## config.mk

```make
export PLATFORM = sky130hd
export DESIGN_NAME = sha_job_sched
export DESIGN_NICKNAME = d
export VERILOG_FILES = /design/src/rtl/sha_job_sched.sv
export SDC_FILE = /design/constraint.sdc
export NUM_CORES = 1
export LEC_CHECK = 0
export CORE_ASPECT_RATIO = 1.75
export CORE_UTILIZATION = 40
export DETAILED_ROUTE_END_ITERATION = 6
export GPL_ROUTABILITY_DRIVEN = 0
export GPL_TIMING_DRIVEN = 0
export SYNTH_ARGS = -nofsm -noshare
export SYNTH_HDL_FRONTEND = slang
export SYNTH_SLANG_ARGS = --single-unit
```

## constraint.sdc

```tcl
create_clock -name clk -period 5.42 [get_ports clk]
set_input_delay 0.813 -clock clk [delete_from_list [all_inputs] [get_ports clk]]
set_output_delay 0.813 -clock clk [all_outputs]
set_load 0.005 [all_outputs]
```

## src/rtl/sha_job_sched.sv

```systemverilog
// Loads a job header, issues nonces to the hash datapath and reports the first winner; header writes land 1 cycle after each strobe, first issue the cycle after the last word.
// Issue holds off on core_stall or MAX_INFLIGHT outstanding; defining SCHED_TIMEOUT_EN adds a no-response timeout.
module sha_job_sched #(
    parameter int unsigned HDR_WORDS    = 19,
    parameter int unsigned MAX_INFLIGHT = 8,
    parameter logic [31:0] NONCE_LAST   = 32'hFFFF_FFFF
`ifdef SCHED_TIMEOUT_EN
    ,
    parameter int unsigned TIMEOUT_CYC  = 1024
`endif
) (
    input  logic        clk,
    input  logic        rst,
    input  logic        ready,
    input  logic [31:0] data,
    output logic        hdr_we,
    output logic [4:0]  hdr_addr,
    output logic [31:0] hdr_data,
    output logic        core_issue,
    output logic [31:0] core_nonce,
    input  logic        core_stall,
    input  logic        core_valid,
    input  logic        core_success,
    output logic        valid,
    output logic        success,
    output logic [31:0] index,
    output logic        busy
`ifdef SCHED_TIMEOUT_EN
    ,
    output logic        timeout
`endif
);

    localparam int PW = $clog2(MAX_INFLIGHT);
    localparam int CW = PW + 1;
    localparam logic [CW-1:0] MAX_CNT   = CW'(MAX_INFLIGHT);
    localparam logic [4:0]    LAST_WORD = 5'(HDR_WORDS - 1);

    typedef enum logic [2:0] {
        S_IDLE,
        S_LOAD,
        S_RUN,
        S_DRAIN,
        S_REPORT
    } state_t;

    state_t         state_q, state_d;
    logic [4:0]     word_q, word_d;
    logic           hdr_we_q, hdr_we_d;
    logic [4:0]     hdr_addr_q, hdr_addr_d;
    logic [31:0]    hdr_data_q, hdr_data_d;
    logic [31:0]    nonce_q, nonce_d;
    logic           last_done_q, last_done_d;
    logic [31:0]    last_nonce_q, last_nonce_d;
    logic [CW-1:0]  cnt_q, cnt_d;
    logic [PW-1:0]  wr_ptr_q, wr_ptr_d;
    logic [PW-1:0]  rd_ptr_q, rd_ptr_d;
    logic           win_q, win_d;
    logic [31:0]    result_q, result_d;
    logic [31:0]    mem_q [MAX_INFLIGHT];

    logic           pop;
    logic           hit;
    logic           issue;
    logic           tmo_fire;
    logic [31:0]    head;

    assign pop   = core_valid && (cnt_q != '0);
    assign head  = mem_q[rd_ptr_q];
    assign hit   = pop && core_success && (state_q == S_RUN);
    // A winner seen this cycle blocks the issue in the same cycle.
    assign issue = (state_q == S_RUN) && !last_done_q && (cnt_q < MAX_CNT)
                   && !core_stall && !hit && !tmo_fire;

`ifdef SCHED_TIMEOUT_EN
    localparam int TW = $clog2(TIMEOUT_CYC) + 1;
    localparam logic [TW-1:0] TMO_LAST = TW'(TIMEOUT_CYC - 1);

    logic [TW-1:0]  tmr_q, tmr_d;
    logic           to_q, to_d;
    logic           tmr_run;

    assign tmr_run  = ((state_q == S_RUN) || (state_q == S_DRAIN)) && (cnt_q != '0) && !pop;
    assign tmo_fire = tmr_run && (tmr_q == TMO_LAST);
    assign tmr_d    = tmr_run ? tmr_q + TW'(1) : '0;
    assign timeout  = valid && to_q;
`else
    assign tmo_fire = 1'b0;
`endif

    always_comb begin
        state_d      = state_q;
        word_d       = word_q;
        hdr_we_d     = 1'b0;
        hdr_addr_d   = hdr_addr_q;
        hdr_data_d   = hdr_data_q;
        nonce_d      = nonce_q;
        last_done_d  = last_done_q;
        last_nonce_d = last_nonce_q;
        cnt_d        = cnt_q;
        wr_ptr_d     = wr_ptr_q;
        rd_ptr_d     = rd_ptr_q;
        win_d        = win_q;
        result_d     = result_q;
`ifdef SCHED_TIMEOUT_EN
        to_d         = to_q;
`endif

        if (issue) begin
            wr_ptr_d     = wr_ptr_q + PW'(1);
            last_nonce_d = nonce_q;
            if (nonce_q == NONCE_LAST) begin
                last_done_d = 1'b1;
            end else begin
                nonce_d = nonce_q + 32'd1;
            end
        end
        if (pop) begin
            rd_ptr_d = rd_ptr_q + PW'(1);
        end
        case ({issue, pop})
            2'b10:   cnt_d = cnt_q + CW'(1);
            2'b01:   cnt_d = cnt_q - CW'(1);
            default: cnt_d = cnt_q;
        endcase

        case (state_q)
            S_IDLE, S_LOAD: begin
                if (ready) begin
                    hdr_we_d   = 1'b1;
                    hdr_addr_d = word_q;
                    hdr_data_d = data;
                    if (word_q == LAST_WORD) begin
                        state_d      = S_RUN;
                        word_d       = '0;
                        nonce_d      = '0;
                        last_done_d  = 1'b0;
                        last_nonce_d = '0;
                        cnt_d        = '0;
                        wr_ptr_d     = '0;
                        rd_ptr_d     = '0;
                        win_d        = 1'b0;
                        result_d     = NONCE_LAST;
                    end else begin
                        state_d = S_LOAD;
                        word_d  = word_q + 5'd1;
                    end
                end
            end
            S_RUN: begin
                if (hit) begin
                    win_d    = 1'b1;
                    result_d = head;
                    state_d  = S_DRAIN;
                end else if (last_done_d) begin
                    state_d = (cnt_d != '0) ? S_DRAIN : S_REPORT;
                end
            end
            S_DRAIN: begin
                if (cnt_d == '0) begin
                    state_d = S_REPORT;
                end
            end
            S_REPORT: begin
                state_d = S_IDLE;
`ifdef SCHED_TIMEOUT_EN
                to_d    = 1'b0;
`endif
            end
            default: state_d = S_IDLE;
        endcase

`ifdef SCHED_TIMEOUT_EN
        if (tmo_fire) begin
            state_d  = S_REPORT;
            win_d    = 1'b0;
            result_d = last_nonce_q;
            to_d     = 1'b1;
        end
`endif
    end

    always_ff @(posedge clk) begin
        if (!rst) begin
            state_q      <= S_IDLE;
            word_q       <= '0;
            hdr_we_q     <= 1'b0;
            hdr_addr_q   <= '0;
            hdr_data_q   <= '0;
            nonce_q      <= '0;
            last_done_q  <= 1'b0;
            last_nonce_q <= '0;
            cnt_q        <= '0;
            wr_ptr_q     <= '0;
            rd_ptr_q     <= '0;
            win_q        <= 1'b0;
            result_q     <= '0;
`ifdef SCHED_TIMEOUT_EN
            tmr_q        <= '0;
            to_q         <= 1'b0;
`endif
        end else begin
            state_q      <= state_d;
            word_q       <= word_d;
            hdr_we_q     <= hdr_we_d;
            hdr_addr_q   <= hdr_addr_d;
            hdr_data_q   <= hdr_data_d;
            nonce_q      <= nonce_d;
            last_done_q  <= last_done_d;
            last_nonce_q <= last_nonce_d;
            cnt_q        <= cnt_d;
            wr_ptr_q     <= wr_ptr_d;
            rd_ptr_q     <= rd_ptr_d;
            win_q        <= win_d;
            result_q     <= result_d;
`ifdef SCHED_TIMEOUT_EN
            tmr_q        <= tmr_d;
            to_q         <= to_d;
`endif
        end
    end

    // Tag storage holds no state of its own; emptiness lives in cnt_q.
    always_ff @(posedge clk) begin
        if (issue) begin
            mem_q[wr_ptr_q] <= nonce_q;
        end
    end

    assign hdr_we     = hdr_we_q;
    assign hdr_addr   = hdr_addr_q;
    assign hdr_data   = hdr_data_q;
    assign core_issue = issue;
    assign core_nonce = nonce_q;
    assign valid      = (state_q == S_REPORT);
    assign success    = valid && win_q;
    assign index      = valid ? result_q : '0;
    assign busy       = (state_q != S_IDLE);

endmodule

```

==> metrics.cfg, run 1 <==
[worst_setup_path]
critPathKind = reg2reg
start_kind = register
crit_fanout = 11
arrival_ns = 5.06
cp-end-kind = register
required_ns = 5.88

[die]
rows = 93
core_area_um2 = 36770
pin_count = 144
die_w_um = 147.9
die_area_um2 = 38040
die_h_um = 257.3
start_util_pct = 40.50

[finish]
finalNonFillerCells = 1709
regArea_um2 = 10130
area_delta_synth_final_pct = 23.48
multiInputGateArea_um2 = 4539
fillCellCount = 3189
antenna_cells = 0
final_layout_size_suffix_gt1_share_pct = 13.45
final_nets = 1256

[power_and_ir_drop]
powerDensity_nw_per_um2 = 304.0
peakVddDrop_v = 0.0001500
finalPower_uw = 5591
p_leak_uw = 0.006000

[synth]
synth_edf_count = 256
ys_seq_elements = 378
postSynthCellCount = 1005
yosys-top-cells-area = edfxtp_1, dfxtp_1, mux4_2, nand2_1, mux2i_1
syn_nets = 1051
synth.most_common_cell = edfxtp_1
yosysTopAreaCell = edfxtp_1
synth.top_cell.area_share_pct = 51.62
ys_top_cells_by_count = edfxtp_1, dfxtp_1, nand2_1
async_flop_share_pct = 0
ys_types = 57
syn-mean-instance-area_um2 = 14.82
mappedNetlistArea_um2 = 14890
synth-main-ff-cell = edfxtp_1
yosys_warnings = 0
ys_seq_area_share_pct = 68.02

[run]
drv_cap = 0

[drt]
top_layer_used = met4
drt-initial-drc-count = 450
wl_met3_um = 1520
viasPerCell = 5.214
vias = 8910
drt_first_pass_iters = 4
avgRoutedWirePerCell_um = 20.57
wl_met1_um = 13410
wirelength_um = 35160
wl_met2_um = 19140
drc = 0
final_antenna_net_count = 0

[sta]
fin_worst_skew_ns = 0.01882
fin_crit_ns = 4.597
finalHoldViolations = 0
relSlewSlack_pct = 14.55
tightest_slew_ns = 1.271
setup_viol = 0
finalWorstSetupSlack_ns = 0.8227
hold_ws_ns = 0.4524
period_share_pct = 84.82
max_clock_freq_ghz = 0.2175
rsz0062_at_grt = no
slew_viol_final = 0

[clock_network]
cts_resized = 0
cts_tree = done
clock_latency_ns = 0.53
hold_buffers = 0
clk_pin_slew_ns = 0.06
cts_buffer_depth = 3
cts_sinks = 378
htreeDepth = 2
cts_setup_buffers = 0
clockRootBuffer = clkbuf_16
cts_inserted_buffers = 34

[global_route]
grt_usage_pct = 19.03
grt_pass1_wl_um = 54100
grt_max_degree = 19
grt_pass1_vias = 9247
overflow = 0
antenna_found_initial = 0

[placed_design]
dp.cells = 1649
io_buffer_count = 143
post-place-ws_ns = 0.2491
hpwl_um = 24320

[run_status]
status = finished clean

[hold_path]
hold_class = reg2reg

[layout make-up]
type,instances,share of cell area (%)
buffer,62,1.402
clock buffer,54,5.545
clock inverter,6,0.4558
inverter,7,0.1565
multi-input combinational,558,24.68
sequential,378,55.08
tap,475,3.232
timing repair buffer,169,9.444
[worst max-delay path, cell delays in order, from the launching register on]
cell       delay (ns)
dfxtp_1          0.31
buf_6            0.13
o41a_1           0.43
buf_6            0.16
a2111oi_4        0.89
inv_4            0.11
buf_2            0.28
ha_1             0.29
xor2_1           0.16
ha_1             0.19
a21oi_1          0.14
mux2i_1          0.26
xor2_1           0.24
o2111ai_1        0.30
a311oi_2         0.42
o2111a_1         0.23
[flip-flops by register name (all words and copies together) (netlist names)]
| register | flops |
|---|---|
| cnt_q | 4 |
| core_nonce | 32 |
| hdr_addr | 5 |
| hdr_data | 32 |
| hdr_we | 1 |
| last_done_q | 1 |
| mem_q | 256 |
| rd_ptr_q | 3 |
| result_q | 32 |
| state_q | 3 |
| win_q | 1 |
| word_q | 5 |
| wr_ptr_q | 3 |
[cell families (layout without fill, tap and decap cells)]
group / count (synthesis) / in the layout / synth area share [%]
buffers and inverters: 69 / 298 / 1.924
adders and majority gates: 8 / 8 / 0.6721
and+or+nand+nor: 309 / 309 / 10.40
xor gates and xnor gates: 35 / 35 / 2.058
AOI/OAI and AO/OA: 102 / 102 / 4.528
DFF: 378 / 378 / 68.02
muxes: 104 / 104 / 12.40
[through the flow]
step           area (µm²)  util [%]  setup TNS, ns
6_report            18390     50.01              0
5_1_grt             18390     50.01              0
4_1_cts             18390     50.01              0
3_5_place_dp        17290     47.01              0
3_3_place_gp        16930     46.05        -567.17
2_1_floorplan       14910         -              0
[layer usage]
metal  global-route usage (%)  vias to the layer above
met2                    35.64                      220
met5                        0                        -
met1                    21.42                     4449
met3                    2.872                       62
met4                    7.188                        0
li1                         -                     4179
[cells in the final DEF, fill, tap and decap left out, types with 4 or more instances in the layout]
master and count:
nand3_1 17, buf_6 25, o21ai_0 6, and4_1 5, mux2i_1 36, nor3_1 11, inv_1 6, nor2b_1 5
and3_1 10, a21oi_1 47, a211oi_1 33, nor3_2 4, xnor2_1 24, buf_1 14, clkdlybuf4s50_1 143, nor2_1 86
xor2_1 11, nor3b_1 4, edfxtp_1 256, clkbuf_16 37, ha_1 8, clkbuf_1 57, nand2_1 97, and2_1 36
mux4_2 64, nor4_2 6, nand4_1 4, dfxtp_1 122
[where the power goes]
group / leakage, µW / switching (µW) / internal [µW]
clock: 0.000538 / 1020 / 1390
combinational: 0.00198 / 55.5 / 63.0
sequential: 0.00348 / 7.94 / 3060
total: 0.00600 / 1080 / 4510
[worst paths after layout]
check,startpoint,end,slack (ns),depth (start not counted)
setup / recovery,cnt_q[1]$_SDFF_PN0_,state_q[2]$_SDFFE_PN0P_,0.82,15
hold / removal,hdr_addr[1]$_SDFFE_PN0P_,hdr_addr[1]$_SDFFE_PN0P_,0.45,2
setup reg to reg,cnt_q[1]$_SDFF_PN0_,state_q[2]$_SDFFE_PN0P_,0.82,15
hold reg to reg,hdr_addr[1]$_SDFFE_PN0P_,hdr_addr[1]$_SDFFE_PN0P_,0.45,2
Note: power is estimated with default switching activity, not from simulation.
==> run 2, diff against run 1 <==
Clock period 5.42 ns to 4.8 ns, I/O delays scaled along.
==> run 2 against run 1 <==
Utilization up 0.061 points. Die area unchanged. Worst setup slack worse by 0.15 ns. Maximum frequency grew 11%. Sequential share of layout area decreased by 0.068 points. Routed wire length barely moved.
==> metrics.cfg, run 2 (same netlist as run 1, synthesis figures left out) <==
[run_status]
status = finished clean

[sta]
fin_crit_ns = 4.124
slew_viol_final = 0
finalHoldViolations = 0
tightest_slew_ns = 1.260
period_share_pct = 85.92
setup_viol = 0
rsz0062_at_grt = no
max_clock_freq_ghz = 0.2425
relSlewSlack_pct = 15.28
fin_worst_skew_ns = 0.01822

[finish]
final_util_pct = 50.07
final_cell_mix = edfxtp_1, clkdlybuf4s50_1, dfxtp_1, nand2_1, nor2_1
final_layout_size_suffix_gt1_share_pct = 13.66
largest_register_ff_count = 256
final_nets = 1259
area_delta_synth_final_pct = 23.63
antenna_cells = 0
mostFrequentLayoutCell = edfxtp_1
postLayoutCellArea_um2 = 18410
regMostFlops = mem_q

[clock_network]
cts_resized = 0
cts_tree = done
hold_buffers = 0
cts_buffer_depth = 3
cts_setup_buffers = 0
cts_sinks = 378
cts_inserted_buffers = 34
clockRootBuffer = clkbuf_16
htreeDepth = 2
clock_latency_ns = 0.53
clk_pin_slew_ns = 0.06

[global_route]
antenna_found_initial = 0
overflow = 0
grt_usage_pct = 19.03
grt_pass1_vias = 9247
grt_max_degree = 19
grt_pass1_wl_um = 54100

[drt]
avgRoutedWirePerCell_um = 20.55
final_antenna_net_count = 0
vias = 8896
drt-initial-drc-count = 419
drt_first_pass_iters = 5
drc = 0
wirelength_um = 35180
viasPerCell = 5.196

[placed_design]
placed_cell_area_um2 = 17290
hpwl_um = 24320
io_buffer_count = 143

[worst_setup_path]
slowest_delay_ns = 0.55
regToRegSetupSlack_ns = 0.68
required_ns = 5.26
r2r_end = state_q[2]$_SDFFE_PN0P_
arrival_ns = 4.59
crit_fanout = 11
path_cells = buf_2 -> or4b_4 -> a2111oi_4 -> buf_4 -> inv_4 -> buf_2 -> ha_1 -> xor2_1 -> ha_1 -> a21oi_1 -> mux2i_1 -> xor2_1 -> o2111ai_1 -> a311oi_2 -> o2111a_1
worstReg2RegStart = state_q[0]$_SDFFE_PN0P_
worst_r2r_path_depth = 15
critPathKind = reg2reg
slowest_stage = or4b_4
cp-end-kind = register
start_kind = register

[die]
core_area_um2 = 36770
die_w_um = 147.9
start_util_pct = 40.50
die_h_um = 257.3
die_area_um2 = 38040
rows = 93
pin_count = 144

[hold_path]
whs_endpoint = hdr_addr[1]$_SDFFE_PN0P_
hp-start = hdr_addr[1]$_SDFFE_PN0P_
hold_depth = 2
hold_class = reg2reg

[power_and_ir_drop]
powerDensity_nw_per_um2 = 342.8
peakVddDrop_v = 0.0001693
p_leak_uw = 0.006016

[run]
drv_cap = 0

-- run 2: routing by layer --
layer / global-route usage [%] / routed length [µm]
met1: 21.42 / 13420
met2: 35.64 / 19110
met3: 2.872 / 1547
met4: 7.188 / 1097
met5: 0 / 0
-- run 2: metrics by stage --
step | setup TNS, ns | hold slack (ns) | cells | worst slack [ns] | power [µW]
3_5_place_dp | -0.6451 | 0.4461 | 1649 | -0.2779 | 3666
4_1_cts | 0 | 0.4550 | 1709 | 0.1485 | 6389
6_report | 0 | 0.4524 | 1712 | 0.6758 | 6313
5_1_grt | 0 | 0.4718 | 1712 | 0.3989 | 6514
3_3_place_gp | -702.56 | 0.4417 | 1623 | -3.696 | 3665
2_1_floorplan | 0 | 0.4389 | 1005 | 0.06781 | 3580
-- run 2: final cells by class --
class	instances	area, µm²
clock inverters	6	83.83
repair buffers	172	1759
multi-input cells	558	4539
plain buffers	62	257.7
flip-flops and latches	378	10130
well taps	475	594.3
clock buffers	54	1020
inverters	7	28.78
fillers	3188	18360
-- run 2: worst max-delay path by stage --
stage	startpoint	to
3_3_place_gp	core_valid	mem_q[3][16]$_DFFE_PP_
3_5_place_dp	core_valid	state_q[2]$_SDFFE_PN0P_
5_1_grt	state_q[0]$_SDFFE_PN0P_	state_q[2]$_SDFFE_PN0P_
2_1_floorplan	cnt_q[1]$_SDFF_PN0_	mem_q[5][0]$_DFFE_PP_
4_1_cts	cnt_q[1]$_SDFF_PN0_	state_q[2]$_SDFFE_PN0P_
6_report	state_q[0]$_SDFFE_PN0P_	state_q[2]$_SDFFE_PN0P_
-- run 2: where the power goes --
part / switching (µW) / internal (µW) / leakage [µW] / total [µW]
Clock: 1150 / 1570 / 0.000538 / 2720
Combinational: 62.6 / 71.1 / 0.00199 / 134
Sequential: 8.99 / 3450 / 0.00348 / 3460
Total: 1220 / 5090 / 0.00602 / 6310
-- run 2: critical path, delay by kind of cell (launching register included) --
kind / cells / cell delay, ns
multiplexers: 1 / 0.26
AO/OA/AOI/OAI: 5 / 1.42
flip-flops: 1 / 0.29
adder cells (fa/ha/maj): 2 / 0.48
XOR/XNOR: 2 / 0.40
AND/OR/NAND/NOR: 1 / 0.55
buffers and inverters: 4 / 0.66
